**src/rtl/change_dispenser.sv**
```systemverilog
`timescale 1ns/1ps
// change_dispenser
// Pays a 4-bit change amount out as single-cycle coin pulses, largest
// denomination first, drawing on a per-denomination coin stock. When the
// stock cannot cover the amount, the unpaid remainder is reported on
// shortfall together with the done pulse.
//
// Handshake: start is a level request that is only sampled while busy is
// low (IDLE). Once accepted, busy stays high until the cycle after done,
// and any start or refill seen in the meantime is dropped, not queued.
// The upstream stage must hold its next start until busy is low.
module change_dispenser #(
    parameter int VAL_A      = 5,
    parameter int VAL_B      = 2,
    parameter int VAL_C      = 1,
    parameter int STOCK_MAX  = 8,
    parameter int GAP_CYCLES = 1
) (
    input  logic       clk,
    input  logic       rst_n,
    input  logic       start,
    input  logic [3:0] change_in,
    input  logic       refill,
    output logic       busy,
    output logic       coin_a,
    output logic       coin_b,
    output logic       coin_c,
    output logic       done,
    output logic       short,
    output logic [3:0] shortfall,
    output logic [3:0] stock_a,
    output logic [3:0] stock_b,
    output logic [3:0] stock_c,
    output logic [2:0] state_dbg
);

    // Coin values and stock limit narrowed to the datapath width.
    localparam logic [3:0]  V_A        = 4'(VAL_A);
    localparam logic [3:0]  V_B        = 4'(VAL_B);
    localparam logic [3:0]  V_C        = 4'(VAL_C);
    localparam logic [3:0]  STOCK_FULL = 4'(STOCK_MAX);
    // The gap counter counts 0 .. GAP_CYCLES-1 before returning to SELECT.
    localparam logic [15:0] GAP_LAST   = 16'(GAP_CYCLES - 1);

    typedef enum logic [2:0] {
        ST_IDLE   = 3'd0,
        ST_SELECT = 3'd1,
        ST_PULSE  = 3'd2,
        ST_GAP    = 3'd3,
        ST_DONE   = 3'd4
    } state_t;

    typedef enum logic [1:0] {
        SEL_NONE = 2'd0,
        SEL_A    = 2'd1,
        SEL_B    = 2'd2,
        SEL_C    = 2'd3
    } sel_t;

    state_t      state;
    sel_t        sel;
    sel_t        pick;
    logic [3:0]  rem;
    logic [3:0]  sel_val;
    logic [15:0] gap_cnt;
    logic        can_a;
    logic        can_b;
    logic        can_c;

    assign state_dbg = state;

    // Largest coin that both fits in the remaining amount and is in stock.
    always_comb begin
        can_a = (stock_a != 4'd0) && (rem >= V_A);
        can_b = (stock_b != 4'd0) && (rem >= V_B);
        can_c = (stock_c != 4'd0) && (rem >= V_C);
        if (can_a) begin
            pick = SEL_A;
        end else if (can_b) begin
            pick = SEL_B;
        end else if (can_c) begin
            pick = SEL_C;
        end else begin
            pick = SEL_NONE;
        end
    end

    // Value of the coin latched for the current pulse.
    always_comb begin
        sel_val = 4'd0;
        case (sel)
            SEL_A:   sel_val = V_A;
            SEL_B:   sel_val = V_B;
            SEL_C:   sel_val = V_C;
            default: sel_val = 4'd0;
        endcase
    end

    // Payout FSM with registered outputs. Coin, done and short are
    // single-cycle pulses, so they default low every cycle and are set
    // only on the edge that enters PULSE or DONE. A reset mid-pulse drops
    // the coin immediately; the stock decrement happens on PULSE exit and
    // therefore never occurs for a truncated pulse.
    always_ff @(posedge clk or negedge rst_n) begin
        if (!rst_n) begin
            state     <= ST_IDLE;
            sel       <= SEL_NONE;
            rem       <= 4'd0;
            gap_cnt   <= 16'd0;
            shortfall <= 4'd0;
            stock_a   <= STOCK_FULL;
            stock_b   <= STOCK_FULL;
            stock_c   <= STOCK_FULL;
            busy      <= 1'b0;
            coin_a    <= 1'b0;
            coin_b    <= 1'b0;
            coin_c    <= 1'b0;
            done      <= 1'b0;
            short     <= 1'b0;
        end else begin
            coin_a <= 1'b0;
            coin_b <= 1'b0;
            coin_c <= 1'b0;
            done   <= 1'b0;
            short  <= 1'b0;

            case (state)
                ST_IDLE: begin
                    // Refill and start may coincide; SELECT then sees the
                    // refilled stock one cycle later.
                    if (refill) begin
                        stock_a <= STOCK_FULL;
                        stock_b <= STOCK_FULL;
                        stock_c <= STOCK_FULL;
                    end
                    if (start) begin
                        rem       <= change_in;
                        shortfall <= 4'd0;
                        busy      <= 1'b1;
                        state     <= ST_SELECT;
                    end
                end

                ST_SELECT: begin
                    if (rem == 4'd0) begin
                        // Fully paid: shortfall was cleared at start.
                        done  <= 1'b1;
                        state <= ST_DONE;
                    end else if (pick != SEL_NONE) begin
                        sel    <= pick;
                        coin_a <= (pick == SEL_A);
                        coin_b <= (pick == SEL_B);
                        coin_c <= (pick == SEL_C);
                        state  <= ST_PULSE;
                    end else begin
                        // Nothing usable left; rem is non-zero here.
                        shortfall <= rem;
                        short     <= 1'b1;
                        done      <= 1'b1;
                        state     <= ST_DONE;
                    end
                end

                ST_PULSE: begin
                    // The selected coin fit in rem and was in stock, so
                    // neither subtraction can wrap.
                    rem <= rem - sel_val;
                    case (sel)
                        SEL_A:   stock_a <= stock_a - 4'd1;
                        SEL_B:   stock_b <= stock_b - 4'd1;
                        SEL_C:   stock_c <= stock_c - 4'd1;
                        default: ;
                    endcase
                    gap_cnt <= 16'd0;
                    state   <= ST_GAP;
                end

                ST_GAP: begin
                    if (gap_cnt == GAP_LAST) begin
                        state <= ST_SELECT;
                    end else begin
                        gap_cnt <= gap_cnt + 16'd1;
                    end
                end

                ST_DONE: begin
                    busy  <= 1'b0;
                    state <= ST_IDLE;
                end

                default: begin
                    busy  <= 1'b0;
                    state <= ST_IDLE;
                end
            endcase
        end
    end

endmodule

```
**config.mk**
```make
export PLATFORM = sky130hd
export DESIGN_NAME = change_dispenser
export DESIGN_NICKNAME = d
export VERILOG_FILES = /design/src/rtl/change_dispenser.sv
export SDC_FILE = /design/constraint.sdc
export NUM_CORES = 1
export LEC_CHECK = 0
export CAP_MARGIN = 5
export CORE_UTILIZATION = 40
export DETAILED_ROUTE_END_ITERATION = 8
export PLACE_DENSITY_LB_ADDON = 0.1
export REMOVE_ABC_BUFFERS = 1
export SETUP_SLACK_MARGIN = 0.3
export SYNTH_ARGS = -nofsm -noshare
export SYNTH_HDL_FRONTEND = slang
export SYNTH_SLANG_ARGS = --single-unit
```
**constraint.sdc**
```tcl
create_clock -name clk -period 2.1 [get_ports clk]
set_input_delay 0.42 -clock clk [delete_from_list [all_inputs] [get_ports clk]]
set_output_delay 0.42 -clock clk [all_outputs]
set_load 0.01 [all_outputs]
```
Word-level counts from Yosys, hierarchy flattened
Cells that the tools add are included.

Add/sub/neg operators: 5. Order comparisons: 3. Equality and inequality tests: 18. Muxes and demuxes: 40. Bitwise gates (word level): 2. Reduce and logical (&&, ||, !) cells: 23.

Operators by type and width (number): 4-bit one-hot mux with 2 select lines (5); 4-bit two-way mux (8); 16-bit one-hot mux with 2 select lines (1); 16-bit by 1-bit adder with 16-bit output, second input constant (1); 16-bit logical NOT (1); 16-bit two-way mux (1); 1-bit two-way mux (15); 2-bit inequality test, second input constant (7); 3-bit two-way mux (4); 3-bit one-hot mux with 4 select lines (1); 3-bit AND reduction (4); 4-bit nonzero test (3); 4-bit by 1-bit subtractor with 4-bit output, second input constant (3); 3-bit one-hot mux with 3 select lines (1); 2-bit == test, second input constant (4); 2-bit AND reduction (4); 2-bit nonzero test (4); 3-bit by 2-bit == test with 1-bit output, second input constant (2); 2-bit two-way mux (3); 2-bit by 1-bit == test with 1-bit output, second input constant (2); 4-bit by 1-bit greater-or-equal comparator with 1-bit output, second input constant (1); 4-bit by 2-bit greater-or-equal comparator with 1-bit output, second input constant (1); 4-bit by 3-bit greater-or-equal comparator with 1-bit output, second input constant (1); 4-bit logical NOT (1); 9 further kinds (13).

Register bits after elaboration: 47. Input bits: 8. Output and inout port bits: 25. Word-level logic and storage cells: 105.

Depth between registers and ports, before layout
Gate-level depths: netlist of the first run.

Depth in word-level cells: 9. Depth in mapped cells: 7. Gate-level depth less buffers: 7.

Worst setup path after synthesis of the first run
No wires, ideal clock.

Path kind: reg-to-reg. Start point: reg state[2], in the netlist state_dbg[2]. End point: reg gap_cnt[15]. Setup time: 0.078 ns. Arrival: 1.824 ns. Required time: 2.022 ns. Setup slack: 0.198 ns. Stages on the path, launching flop included: 6. Path buffers: 1. Period minus slack after synthesis: 1.902 ns. Cell sequence: dfrtp_1 -> nand3b_1 -> or4_1 -> buf_2 -> or4_1 -> a21oi_1.

Word-level cells in the longest chain between the ends: 3. Elaborated cells between the ends (all ways): 6. Classes of those cells: eq/ne (3); mux (1); reduce/logical (2).

RTL lines: start, declared (RTL line 60) `state_t state;`; start signal, assigned (RTL line 106) `state <= ST_IDLE;`; start signal, assigned (RTL line 140) `state <= ST_SELECT;`; start signal, assigned (RTL line 148) `state <= ST_DONE;`; 3-bit by 2-bit == test with 1-bit output (RTL line 127) `case (state)`; 2-bit inequality test (no source line) / 2-bit nonzero test (equally long branches); 2-bit AND reduction (no source line); end signal, assigned (RTL line 182) `gap_cnt <= gap_cnt + 16'd1;`; end, declared (RTL line 65) `logic [15:0] gap_cnt;`.

Several ways; a longest one is shown, not always the timed one. A chain may end at the register's enable or synchronous reset.

Final worst setup path of the first run
Start point: reg gap_cnt[1]. End point: reg gap_cnt[15].

Word-level cells in the longest chain between the ends: 3. Elaborated cells between the ends (all ways): 6. Classes of those cells: add/sub (1); eq/ne (1); mux (2); reduce/logical (2).

RTL lines (RTL line): 16-bit by 1-bit adder with 16-bit output / 16-bit logical NOT (equally long branches) (182, 179); 16-bit two-way mux / 2-bit inequality test (equally long branches); 16-bit one-hot mux with 2 select lines / 2-bit AND reduction (equally long branches).

Several ways; a longest one is shown, not always the timed one. The select of a mux whose other input is x is not followed.

==> results of run 1 <==
==> worst paths after layout <==
check / startpoint / end / slack, ps / cells after the start
max: gap_cnt[1] / gap_cnt[15] / 310 / 5
min: rst_n / gap_cnt[2] / 180 / 2
max reg2reg: gap_cnt[1] / gap_cnt[15] / 310 / 5
min reg2reg: shortfall[2] / shortfall[2] / 520 / 1
max in group asynchronous: rst_n / state_dbg[1] / 1450 / 2
min in group clk: shortfall[2] / shortfall[2] / 520 / 1
==> per-layer routing <==
metal  global-route usage (%)  wire (microns)
met5                        0               0
met4                     10.0             140
met3                     3.89             178
met2                     33.8            2730
met1                     23.3            2500
==> sequential cells by signal, summed over array words and instances, names as in the netlist <==
signal / cells
gap_cnt: 16
rem: 4
shortfall: 4
stock_a: 4
stock_b: 4
stock_c: 4
state_dbg: 3
sel: 2
busy: 1
coin_a: 1
coin_b: 1
coin_c: 1
done: 1
short: 1
==> cells in the mapped netlist (all sizes together), types with 2 or more instances <==
master,n,area share (%)
clkbuf,6,0.93
nand3,19,3.9
a22o,4,1.5
nor4,7,1.8
nor2b,4,1.0
xnor2,4,1.5
or4,5,1.6
dfstp,3,3.3
nand2b,2,0.52
nand2,15,2.3
or3,5,1.3
a21oi,11,2.3
nor2,15,2.3
inv,18,2.8
nand4,5,1.3
nor3,6,1.2
buf,2,0.36
ha,9,4.7
and4,2,0.73
o21ai,17,3.5
and2,2,0.52
nor4b,3,1.3
mux2i,7,2.9
o31ai,4,1.2
nor3b,5,1.6
dfrtp,44,46
xor2,7,2.5
==> timing repair <==
action,CTS,global route
pin swaps,0,3
setup buffers,5,4
cloned,0,0
hold endpoints to repair,0,0
setup endpoints to repair,16,10
resized for setup,14,7
==> area by class of cell <==
| cell class | count | area [sq um] |
|---|---|---|
| fillers | 522 | 2540 |
| multi-input cells | 172 | 1200 |
| flip-flops and latches | 47 | 1180 |
| repair buffers | 56 | 492 |
| clock buffers | 8 | 100 |
| well taps | 72 | 90.1 |
| inverters | 18 | 67.6 |
==> logic make-up after synthesis <==
logic type / share of synthesized area, %
AND/OR/NAND/NOR: 23.2
multiplexers: 3.37
flip-flops: 48.9
adder cells (fa/ha/maj): 5.50
AO/OA/AOI/OAI: 10.9
buffers and inverters: 4.10
XOR/XNOR: 3.99
==> per-stage QoR <==
stage | hold slack [ps] | std cells | worst slack [ps]
6_report | 185 | 373 | 311
5_1_grt | 269 | 373 | 245
4_1_cts | 225 | 369 | 309
3_5_place_dp | 492 | 356 | 177
3_3_place_gp | 495 | 356 | 217
2_1_floorplan | 124 | 237 | -501
==> power by group through the flow <==
stage	logic [uW]	registers, uW	clock network [uW]
finish	1630	1380	612
global route	1840	1420	668
CTS	1600	1360	633
detailed placement	1580	1360	0
global placement	1560	1360	0
floorplan	815	1380	0
==> flow_metrics.env, run 1 <==
export IMPL_nets=318
export IMPL_cap_violations=0
export IMPL_drive_gt1_share_pct=17.6
export IMPL_synth_ff_type="dfrtp_1"
export IMPL_die_y_microns=79.7
export IMPL_final_area_sq_um=3130
export IMPL_critPathCaptureType="register"
export IMPL_portBuffers=32
export IMPL_synth_area_sq_um=2410
export IMPL_gp_congestion=0.828
export IMPL_synth_edf_count=0
export IMPL_worstHoldPathType="input pin to async pin"
export IMPL_synth_seq_cells=47
export IMPL_first_pass_iters=4
export IMPL_grt_pass1_vias=2055
export IMPL_rsz0062_at_grt="yes"
export IMPL_clock_sinks=47
export IMPL_cp_top_family="simple AND/OR/NAND/NOR gates"
export IMPL_setup_tns_ps=0
export IMPL_path_buf_inv=1
export IMPL_cts_hold_buf=0
export IMPL_synthArstFlopShare_pct=100
export IMPL_cp_start_kind="register"
export IMPL_power_frac_comb_pct=45.0
export IMPL_cts_tree="built"
export IMPL_p_clk_share_pct=16.9
export IMPL_final_common_cell="dfrtp_1"
export IMPL_totalWireLength_mm=5.54
export IMPL_cp_arrival_ps=2020
export IMPL_htreeDepth=2
export IMPL_grt_max_degree=48
export IMPL_fmax_mhz=559
export IMPL_period_share_pct=85.2
export IMPL_clk_latency_ps=300
export IMPL_finalPower_uw=3620
export IMPL_antenna_found_initial=0
export IMPL_initial_core_util_pct=42.5
export IMPL_via_per_inst=5.44
export IMPL_powerDensity_nw_per_um2=1150
export IMPL_swShare_pct=38.5
export IMPL_cp_required_ps=2330
export IMPL_cpMostUsedCell="or4_4"
export IMPL_mostFrequentLayoutCells="dfrtp_1 (41), clkdlybuf4s50_1 (28), buf_4 (24)"
export IMPL_finalCriticalPeriod_ps=1790
export IMPL_slew_headroom_pct=59.7
export IMPL_ant_nets=0
export IMPL_synthCells=245
export IMPL_track_usage_pct=19.7
export IMPL_path_max_fanout=7
export IMPL_ir_drop_mv=0.699
export IMPL_avgSynthCellArea_sq_um=9.85
export IMPL_pwr_share_seq_pct=38.0
export IMPL_clock_root_buffer="clkbuf_8"
export IMPL_overflow=0
export IMPL_maxSlewViolCount=0
export IMPL_p_int_uw=2220
export IMPL_clock_skew_ps=7.66
export IMPL_drtIter0Drc=70
export IMPL_n_antenna_cell=0
export IMPL_placed_cell_area_sq_um=2900
export IMPL_drc_errors=0
export IMPL_rows=27
export IMPL_cpPeakStageDelay_ps=570
export IMPL_cts_buffer_depth=2
export IMPL_dp_hpwl_mm=3.89
export IMPL_num_io_pins=33
export IMPL_critical_path_slowest_cell="or4_4"
export IMPL_setup_viol=0
export IMPL_ys_seq_area_share_pct=48.9
export IMPL_outcome="finished, final reports clean"
export IMPL_via_count=2028
export IMPL_clkTransAtPathRegs_ps=90
export IMPL_crit_type="register to register"
export IMPL_die_area_sq_um=6350
export IMPL_worstMarginPinSlew_ps=604
export IMPL_areaGrowthSynthToFinish_pct=29.9
export IMPL_hold_violations=0
export IMPL_core_area_sq_um=5680
export IMPL_grt_pass1_wl_mm=9.49
export IMPL_yosysWarnings=0
export IMPL_switchingPower_uw=1390
export IMPL_fp_dieW_microns=79.7
export IMPL_utilization_pct=55.2
export IMPL_p_leak_uw=0.00135
export IMPL_ys_types=43
export IMPL_cts_made_buffers=5
export IMPL_wl_per_cell_microns=14.9
export IMPL_path_cells="buf_4 -> nand2_1 -> or4_4 -> or4_4 -> a21oi_2"
No activity file was read; power rests on OpenSTA's default activity.
==> run 2, diff against run 1 <==
--- a/config.mk
+++ b/config.mk
@@ -5,12 +5,15 @@
 export SDC_FILE = /design/constraint.sdc
 export NUM_CORES = 1
 export LEC_CHECK = 0
-export CAP_MARGIN = 5
+export CAP_MARGIN = 20
+export CELL_PAD_IN_SITES_DETAIL_PLACEMENT = 1
+export CELL_PAD_IN_SITES_GLOBAL_PLACEMENT = 1
 export CORE_UTILIZATION = 40
 export DETAILED_ROUTE_END_ITERATION = 8
 export PLACE_DENSITY_LB_ADDON = 0.1
 export REMOVE_ABC_BUFFERS = 1
 export SETUP_SLACK_MARGIN = 0.3
+export SLEW_MARGIN = 10
 export SYNTH_ARGS = -nofsm -noshare
 export SYNTH_HDL_FRONTEND = slang
 export SYNTH_SLANG_ARGS = --single-unit
==> run 2 against run 1 <==
Non-clock buffer count grew 3. Worst hold slack worse by 110 ps. Clock power up 14%. Setup slack got worse by 23 ps. Utilization rose by 1.6 points. Critical path type unchanged.
==> flow_metrics.env, run 2 (synthesis results as in run 1) <==
export IMPL_r2r_start="gap_cnt[1]"
export IMPL_critical_path_startpoint="gap_cnt[1]"
export IMPL_largest_reg_flops=16
export IMPL_overflow=0
export IMPL_cts_buffer_depth=2
export IMPL_final_common_cell="dfrtp_1"
export IMPL_htreeDepth=2
export IMPL_clock_root_buffer="clkbuf_8"
export IMPL_clock_skew_ps=8.19
export IMPL_area_sequential_sq_um=1180
export IMPL_clk_latency_ps=300
export IMPL_power_frac_comb_pct=45.2
export IMPL_critPathCaptureType="register"
export IMPL_slew_headroom_pct=69.9
export IMPL_ir_drop_mv=0.532
export IMPL_p_int_uw=2330
export IMPL_path_max_fanout=8
export IMPL_outcome="finished, final reports clean"
export IMPL_cp_required_ps=2340
export IMPL_cap_violations=0
export IMPL_p_leak_uw=0.00142
export IMPL_setup_slack_ps=288
export IMPL_setup_viol=0
export IMPL_rows=27
export IMPL_areaGrowthSynthToFinish_pct=33.7
export IMPL_period_share_pct=86.3
export IMPL_dp_hpwl_mm=4.23
export IMPL_powerDensity_nw_per_um2=1170
export IMPL_track_usage_pct=21.5
export IMPL_cp_start_kind="register"
export IMPL_drive_gt1_share_pct=21.1
export IMPL_rsz0062_at_grt="yes"
export IMPL_placed_cell_area_sq_um=2940
export IMPL_cts_made_buffers=5
export IMPL_n_antenna_cell=0
export IMPL_wl_per_cell_microns=16.7
export IMPL_r2r_end="gap_cnt[15]"
export IMPL_drc_errors=0
export IMPL_place_ws_ps=158
export IMPL_fp_dieW_microns=79.7
export IMPL_totalWireLength_mm=6.28
export IMPL_first_pass_iters=4
export IMPL_via_per_inst=5.46
export IMPL_portBuffers=32
export IMPL_fmax_mhz=552
export IMPL_via_count=2053
export IMPL_worstHoldPathType="input pin to async pin"
export IMPL_swShare_pct=38.5
export IMPL_hold_violations=0
export IMPL_num_io_pins=33
export IMPL_switchingPower_uw=1460
export IMPL_clkTransAtPathRegs_ps=90
export IMPL_cts_tree="built"
export IMPL_ant_nets=0
export IMPL_grt_max_degree=48
export IMPL_final_area_sq_um=3220
export IMPL_finalCriticalPeriod_ps=1810
export IMPL_die_area_sq_um=6350
export IMPL_antenna_found_initial=0
export IMPL_crit_type="register to register"
export IMPL_initial_core_util_pct=42.5
export IMPL_grt_pass1_wl_mm=10.6
export IMPL_cp_arrival_ps=2050
export IMPL_drtIter0Drc=68
export IMPL_mostFrequentLayoutCells="dfrtp_1 (43), clkdlybuf4s50_1 (26), buf_4 (25)"
export IMPL_gp_congestion=0.763
export IMPL_nFillCells=660
export IMPL_multi_input_comb_area_sq_um=1240
export IMPL_core_area_sq_um=5680
export IMPL_clock_sinks=47
export IMPL_die_y_microns=79.7
export IMPL_reg2regPathDepth=5
export IMPL_timing_hold_ws_ps=74.5
export IMPL_nets=321
export IMPL_r2r_slack_ps=290
export IMPL_maxSlewViolCount=0
export IMPL_p_clk_share_pct=18.5
export IMPL_grt_pass1_vias=2176
export IMPL_top_register="gap_cnt"
export IMPL_worstMarginPinSlew_ps=448
export IMPL_pwr_share_seq_pct=36.3
[run 2: how the worst max path moves through the flow]
stage,to,slack [ps]
after global routing,gap_cnt[15],240
after floorplan,stock_c[1],-500
after detailed placement,shortfall[0],160
after CTS,gap_cnt[15],280
final,gap_cnt[15],290
after global placement,shortfall[0],180
[run 2: metrics by stage]
stage                     power [uW]  utilization (%)  setup TNS [ps]  std cells
after floorplan                 2200                -           -4180        237
after global placement          2950             51.8               0        359
after detailed placement        3000             51.8               0        359
after CTS                       3750             54.7               0        370
after global routing            4080             56.8               0        376
final                           3780             56.8               0        376
[run 2: power groups by stage]
stage / Combinational (uW) / Sequential [uW] / Clock [uW]
CTS: 1670 / 1350 / 722
global route: 1910 / 1410 / 757
detailed placement: 1640 / 1350 / 0
finish: 1710 / 1370 / 700
global placement: 1600 / 1350 / 0
floorplan: 815 / 1380 / 0
[run 2: repair_timing]
action                                  4_1_cts  5_1_grt
endpoints found under the setup margin       18       15
hold buffers                                  0        0
gates resized for setup                      12       20
buffers inserted                              3        6
pin swaps                                     0        6
[run 2: cell type report]
type	instances	share of cell area, %
Clock buffer	6	2.56
Clock inverter	2	1.09
Inverter	18	2.10
Multi-Input combinational cell	172	38.3
Sequential cell	47	36.6
Tap cell	72	2.79
Timing Repair Buffer	59	16.5
[run 2: routing by layer]
metal | global-route usage [%] | vias to the layer above | routed length [microns]
met1 | 27.9 | 1028 | 2740
met3 | 3.77 | 9 | 136
met4 | 6.55 | 0 | 86
met2 | 36.4 | 25 | 3320
li1 | - | 991 | -
met5 | 0 | - | 0
[run 2: worst max-delay path, stage by stage (launching register included)]
cell     delay, ps
dfrtp_1        410
buf_4          140
nand2_2         50
or4_4          580
or4_4          440
a21oi_2        120
==> run 3, diff against run 2 <==
--- a/config.mk
+++ b/config.mk
@@ -5,7 +5,8 @@
 export SDC_FILE = /design/constraint.sdc
 export NUM_CORES = 1
 export LEC_CHECK = 0
-export CAP_MARGIN = 20
+export ABC_CLOCK_PERIOD_IN_PS = 2100
+export CAP_MARGIN = 25
 export CELL_PAD_IN_SITES_DETAIL_PLACEMENT = 1
 export CELL_PAD_IN_SITES_GLOBAL_PLACEMENT = 1
 export CORE_UTILIZATION = 40
==> results of run 3 <==
No change in the layout: final DEF, timing and power equal those of run 2.
